### src/rtl/seq_scan_ctrl.sv
// Serial bit-pattern scanner: counts matches of a configurable pattern over a
// bounded window or hit limit, with optional overlapping matches.
module seq_scan_ctrl #(
    parameter int unsigned PMAX = 8,
    parameter int unsigned CW   = 16
) (
    input  logic            clk,
    input  logic            rst,
    input  logic            start,
    input  logic            abort,
    input  logic [PMAX-1:0] cfg_pattern,
    input  logic [3:0]      cfg_len,
    input  logic            cfg_overlap,
    input  logic [CW-1:0]   cfg_window,
    input  logic [CW-1:0]   cfg_max_hits,
    input  logic            bit_in,
    input  logic            bit_valid,
    output logic            bit_ready,
    output logic            hit,
    output logic [CW-1:0]   hit_count,
    output logic [CW-1:0]   bits_seen,
    output logic            busy,
    output logic            done,
    output logic            err
);

    localparam int unsigned LW = 4;
    localparam logic [LW-1:0] PMAX_L = LW'(PMAX);

    typedef enum logic [1:0] {S_IDLE, S_RUN, S_DONE} state_e;

    state_e            state_q, state_d;
    logic [PMAX-2:0]   hist_q, hist_d;
    logic [LW-1:0]     fill_q, fill_d;
    logic [CW-1:0]     hits_q, hits_d;
    logic [CW-1:0]     bits_q, bits_d;
    logic [PMAX-1:0]   pat_q, pat_d;
    logic [LW-1:0]     len_q, len_d;
    logic              ovl_q, ovl_d;
    logic [CW-1:0]     win_q, win_d;
    logic [CW-1:0]     max_q, max_d;
    logic              hit_q, hit_d;
    logic              done_q, done_d;
    logic              err_q, err_d;

    logic [PMAX-1:0]   hist_nx;
    logic [PMAX-1:0]   len_mask;
    logic [LW-1:0]     fill_nx;
    logic [CW-1:0]     hits_nx;
    logic [CW-1:0]     bits_nx;
    logic              match;
    logic              accept;
    logic              len_ok;

    // Post-shift view of the history used for match and end-of-scan decisions
    always_comb begin
        hist_nx  = {hist_q, bit_in};
        fill_nx  = (fill_q == PMAX_L) ? fill_q : fill_q + LW'(1);
        len_mask = '0;
        for (int i = 0; i < int'(PMAX); i++) begin
            len_mask[i] = (LW'(i) < len_q);
        end
        match    = (fill_nx >= len_q) && ((hist_nx & len_mask) == (pat_q & len_mask));
        hits_nx  = (match && (hits_q != '1)) ? hits_q + CW'(1) : hits_q;
        bits_nx  = (bits_q == '1) ? bits_q : bits_q + CW'(1);
        accept   = bit_valid && (state_q == S_RUN);
        len_ok   = (cfg_len != '0) && (cfg_len <= PMAX_L);
    end

    always_comb begin
        state_d = state_q;
        hist_d  = hist_q;
        fill_d  = fill_q;
        hits_d  = hits_q;
        bits_d  = bits_q;
        pat_d   = pat_q;
        len_d   = len_q;
        ovl_d   = ovl_q;
        win_d   = win_q;
        max_d   = max_q;
        hit_d   = 1'b0;
        done_d  = 1'b0;
        err_d   = 1'b0;
        case (state_q)
            S_IDLE: begin
                if (start) begin
                    if (len_ok) begin
                        pat_d   = cfg_pattern;
                        len_d   = cfg_len;
                        ovl_d   = cfg_overlap;
                        win_d   = cfg_window;
                        max_d   = cfg_max_hits;
                        hist_d  = '0;
                        fill_d  = '0;
                        hits_d  = '0;
                        bits_d  = '0;
                        state_d = S_RUN;
                    end else begin
                        err_d = 1'b1;
                    end
                end
            end
            S_RUN: begin
                if (accept) begin
                    hist_d = hist_nx[PMAX-2:0];
                    fill_d = (match && !ovl_q) ? '0 : fill_nx;
                    hits_d = hits_nx;
                    bits_d = bits_nx;
                    hit_d  = match;
                    if (((win_q != '0) && (bits_nx == win_q)) ||
                        ((max_q != '0) && (hits_nx == max_q))) begin
                        state_d = S_DONE;
                        done_d  = 1'b1;
                    end
                end
                // Abort wins over completion; the last bit is still counted
                if (abort) begin
                    state_d = S_IDLE;
                    done_d  = 1'b0;
                end
            end
            S_DONE:  state_d = S_IDLE;
            default: state_d = S_IDLE;
        endcase
    end

    always_ff @(posedge clk or posedge rst) begin
        if (rst) begin
            state_q <= S_IDLE;
            hist_q  <= '0;
            fill_q  <= '0;
            hits_q  <= '0;
            bits_q  <= '0;
            pat_q   <= '0;
            len_q   <= '0;
            ovl_q   <= 1'b0;
            win_q   <= '0;
            max_q   <= '0;
            hit_q   <= 1'b0;
            done_q  <= 1'b0;
            err_q   <= 1'b0;
        end else begin
            state_q <= state_d;
            hist_q  <= hist_d;
            fill_q  <= fill_d;
            hits_q  <= hits_d;
            bits_q  <= bits_d;
            pat_q   <= pat_d;
            len_q   <= len_d;
            ovl_q   <= ovl_d;
            win_q   <= win_d;
            max_q   <= max_d;
            hit_q   <= hit_d;
            done_q  <= done_d;
            err_q   <= err_d;
        end
    end

    assign bit_ready = (state_q == S_RUN);
    assign busy      = (state_q == S_RUN);
    assign hit       = hit_q;
    assign done      = done_q;
    assign err       = err_q;
    assign hit_count = hits_q;
    assign bits_seen = bits_q;

endmodule

### config.mk
export PLATFORM = sky130hd
export DESIGN_NAME = seq_scan_ctrl
export DESIGN_NICKNAME = d
export VERILOG_FILES = /design/src/rtl/seq_scan_ctrl.sv
export SDC_FILE = /design/constraint.sdc
export NUM_CORES = 1
export LEC_CHECK = 0
export BUFFER_PORTS_ARGS = -buffer_cell sky130_fd_sc_hd__buf_2
export CORE_MARGIN = 2
export CORE_UTILIZATION = 50
export DETAILED_ROUTE_END_ITERATION = 10
export PLACE_DENSITY = 0.72
export SLEW_MARGIN = 0
export SYNTH_ARGS = -nofsm -noshare
export SYNTH_HDL_FRONTEND = slang
export SYNTH_SLANG_ARGS = --single-unit
export TNS_END_PERCENT = 100
### constraint.sdc
create_clock -name clk -period 10.53 [get_ports clk]
set_input_delay 0 -clock clk [delete_from_list [all_inputs] [get_ports clk]]
set_output_delay 0 -clock clk [all_outputs]
set_load 0.02 [all_outputs]
==> run_results.csv <==
group,metric,value,unit
floorplanning,design.core.area,0.0104,mm^2
worst_setup_path,critPathMaxFanout,14,
synth,synth_top_cell_by_area,"dfrtp_1",
worst_setup_path,worstReg2RegEnd,"state_q[1]",
synth,synthTopCellsByArea,"dfrtp_1 (43%), nand2_1 (14%), xnor2_1 (5.7%)",
worst_setup_path,cp-end-kind,"register",
route,final_antenna_net_count,0,
sta,fin_skew,0.00929,ns
sta,finalHoldViolCount,0,
worst_setup_path,worst-setup-path-type,"register to register",
route,drcViolationCount,0,
synth,mappedNetlistNets,709,
route,wl_per_cell,16.5,um
worst_setup_path,r2r-start,"fill_q[0]",
hold_path,min_to,"done",
synth,synth_edf_count,0,
floorplanning,die_w,108,um
sta,fin_crit_sh,45.0,%
route,first_iter_violations,277,
place,dpl.hpwl,10300,um
grt,grt_max_degree,63,
synth,synth_commonest_cells,"nand2_1 (193), dfrtp_1 (93), o21ai_0 (55)",
grt,gr-total-overflow,0,
floorplanning,chipHeight,108,um
clocking,htree_levels,3,
worst_setup_path,arrival,5.05,ns
hold_path,hold_path.startpoint,"bit_valid",
clocking,cts_root_buffer,"clkbuf_8",
worst_setup_path,critPathRequiredTime,10.84,ns
worst_setup_path,rr_worst_depth,17,
synth,yosys_warnings,0,
synth,synth.most_common_cell,"nand2_1",
synth,synth_cell_types,57,
clocking,clk_latency,0.37,ns
floorplanning,start_util,51.7,%
floorplanning,rows,37,
cells_and_area,final_area,0.00660,mm^2
synth,ys_seq_area_share,43.4,%
synth,ys_seq_elements,93,
power_and_ir_drop,powerDensity,157,mW/mm^2
synth,synth_area,0.00536,mm^2
sta,fin_setup_tns,0,ns
grt,grt_pass1_vias,5022,
route,via_per_inst,5.63,
route,routed_wl,15200,um
hold_path,hold_depth,3,
hold_path,hold_class,"input pin to register",
synth,ys_dominant_reg_cell,"dfrtp_1",
cells_and_area,area_growth,23.2,%
cells_and_area,nNetsFinal,836,
route,firstDrtPassIters,5,
worst_setup_path,rrSetupSlack,5.79,ns
route,num_vias,5178,
sta,slew_headroom,23.1,%
cells_and_area,drive_above_1_share,15.6,%
worst_setup_path,worstPathCellList,"inv_1, ha_1, nand2_1, nor2_1, xnor2_1, ha_1, nand2b_1, a2111oi_0, nor4_1, o2111ai_1, nor3_1, xnor2_1, o2111ai_1, a2111oi_2, o21ai_1, nor3b_1, dlygate4sd3_1",
job,max-cap-violations,0,
clocking,numCtsBuffers,9,
sta,period_needed,4.74,ns
worst_setup_path,critPathMaxStageDelay,0.59,ns
floorplanning,dieArea,0.0116,mm^2
sta,timing.fmax,211,MHz
grt,grt_usage,27.2,%
synth,synth_top_area_share,43.4,%
place,portBuffers,87,
grt,grt_pass1_wl,24700,um
sta,slew_viol_final,0,
clocking,clk_path_buf_depth,2,
floorplanning,ios,88,
worst_setup_path,crit_path_start_kind,"register",
clocking,cts_tree,"done",
worst_setup_path,cp_slowest_cell,"o2111ai_1",
clocking,cts_resized,0,
sta,worst_slack,5.79,ns
clocking,clk_pin_slew,0.10,ns
synth,synth_cells,650,
power_and_ir_drop,ir_drop,0.104,mV
sta,timing.hold.ws,0.0105,ns
clocking,cts.sinks,93,
synth,synth-async-reset-ratio,100,%
power_and_ir_drop,power,1.04,mW
sta,grt_setup_unrepaired,"no",
place,place_ws,6.40,ns
status,status,"finished clean",
grt,antenna_found_initial,0,
sta,final-setup-viol-count,0,
place,dpl_cell_area,0.00590,mm^2
sta,tightest_slew,1.15,ns
place,place_congestion,0.960,
power_and_ir_drop,power.leakage,3.05,nW
synth,syn_area_per_cell,8.24,um^2
==> registers in the layout, indices dropped and copies added (netlist names) <==
name	cells
bits_seen	16
hit_count	16
max_q	16
win_q	16
pat_q	8
hist_q	7
fill_q	4
len_q	4
state_q	2
done	1
err	1
hit	1
ovl_q	1
==> what timing repair did <==
item | 4_1_cts | 5_1_grt
setup buffers | 0 | 0
hold buffers | 51 | 0
endpoints found under the setup margin | 0 | 0
endpoints found under the hold margin | 81 | 0
==> worst max path at each step <==
stage                 end  depth (start not counted)       from
5_1_grt        state_q[1]                         17  fill_q[0]
3_5_place_dp   state_q[0]                         16  fill_q[0]
6_report       state_q[1]                         17  fill_q[0]
2_1_floorplan  state_q[0]                         17  fill_q[0]
4_1_cts        state_q[1]                         17  fill_q[0]
3_3_place_gp   state_q[0]                         16  fill_q[0]
==> routing by layer <==
layer	vias up	track usage, %	share of wire (%)
met4	0	9.52	2.4
li1	2502	-	-
met1	2459	33.4	42
met5	-	0	0
met3	38	4.06	5.2
met2	179	48.4	50
==> kinds of logic after synthesis <==
family	after synthesis	share of synthesized area, %
xor gates and xnor gates	59	9.64
and+or+nand+nor	326	27.0
muxes	5	0.981
buffers and inverters	40	3.06
AOI/OAI and AO/OA	119	14.0
DFF	93	43.4
adders and majority gates	8	1.87
==> worst max-delay path: cells and delay by family, from the launching register on <==
kind,cells,cell delay [ns]
AOI/OAI and AO/OA,5,1.40
xor gates and xnor gates,2,0.27
buffers and inverters,2,0.69
adders and majority gates,2,0.46
and+or+nand+nor,6,1.45
DFF,1,0.41
==> per-stage QoR <==
stage / instances / util [%]
4_1_cts: 918 / 63.6
3_3_place_gp: 851 / 56.9
6_report: 919 / 63.7
5_1_grt: 918 / 63.6
2_1_floorplan: 650 / -
3_5_place_dp: 851 / 56.9
==> layout make-up <==
cell class | instances | area [um^2]
antenna | 1 | 2.50
inverter | 12 | 46.3
sequential | 93 | 2330
timing repair buffer | 144 | 991
tap | 136 | 170
clock inverter | 7 | 67.6
fill | 889 | 3770
multi-input combinational | 517 | 2870
clock buffer | 9 | 124
==> cells in the final DEF, fill, tap and decap left out, drive strengths merged, types with 3 or more instances in the layout <==
cell type,n
nand2,193
dfrtp,93
buf,93
o21ai,57
dlygate4sd3,51
nor2,46
xnor2,35
xor2,24
nor3,19
nand3,16
inv,15
a21oi,13
nor4,13
a31oi,12
clkbuf,9
nand4,9
ha,8
o31ai,6
and3,6
o2111ai,5
nor3b,4
and2,3
a311oi,3
a211oi,3
mux2i,3
or2,3
and4,3
or3,3
a2111oi,3
clkinv,3
==> power by group <==
group | internal [mW] | switching, mW | leakage (nW)
Sequential | 0.414 | 0.0703 | 1.22
Combinational | 0.136 | 0.178 | 1.73
Clock | 0.0925 | 0.145 | 0.0958
Total | 0.643 | 0.394 | 3.05
(Power assumes the default switching activity.)
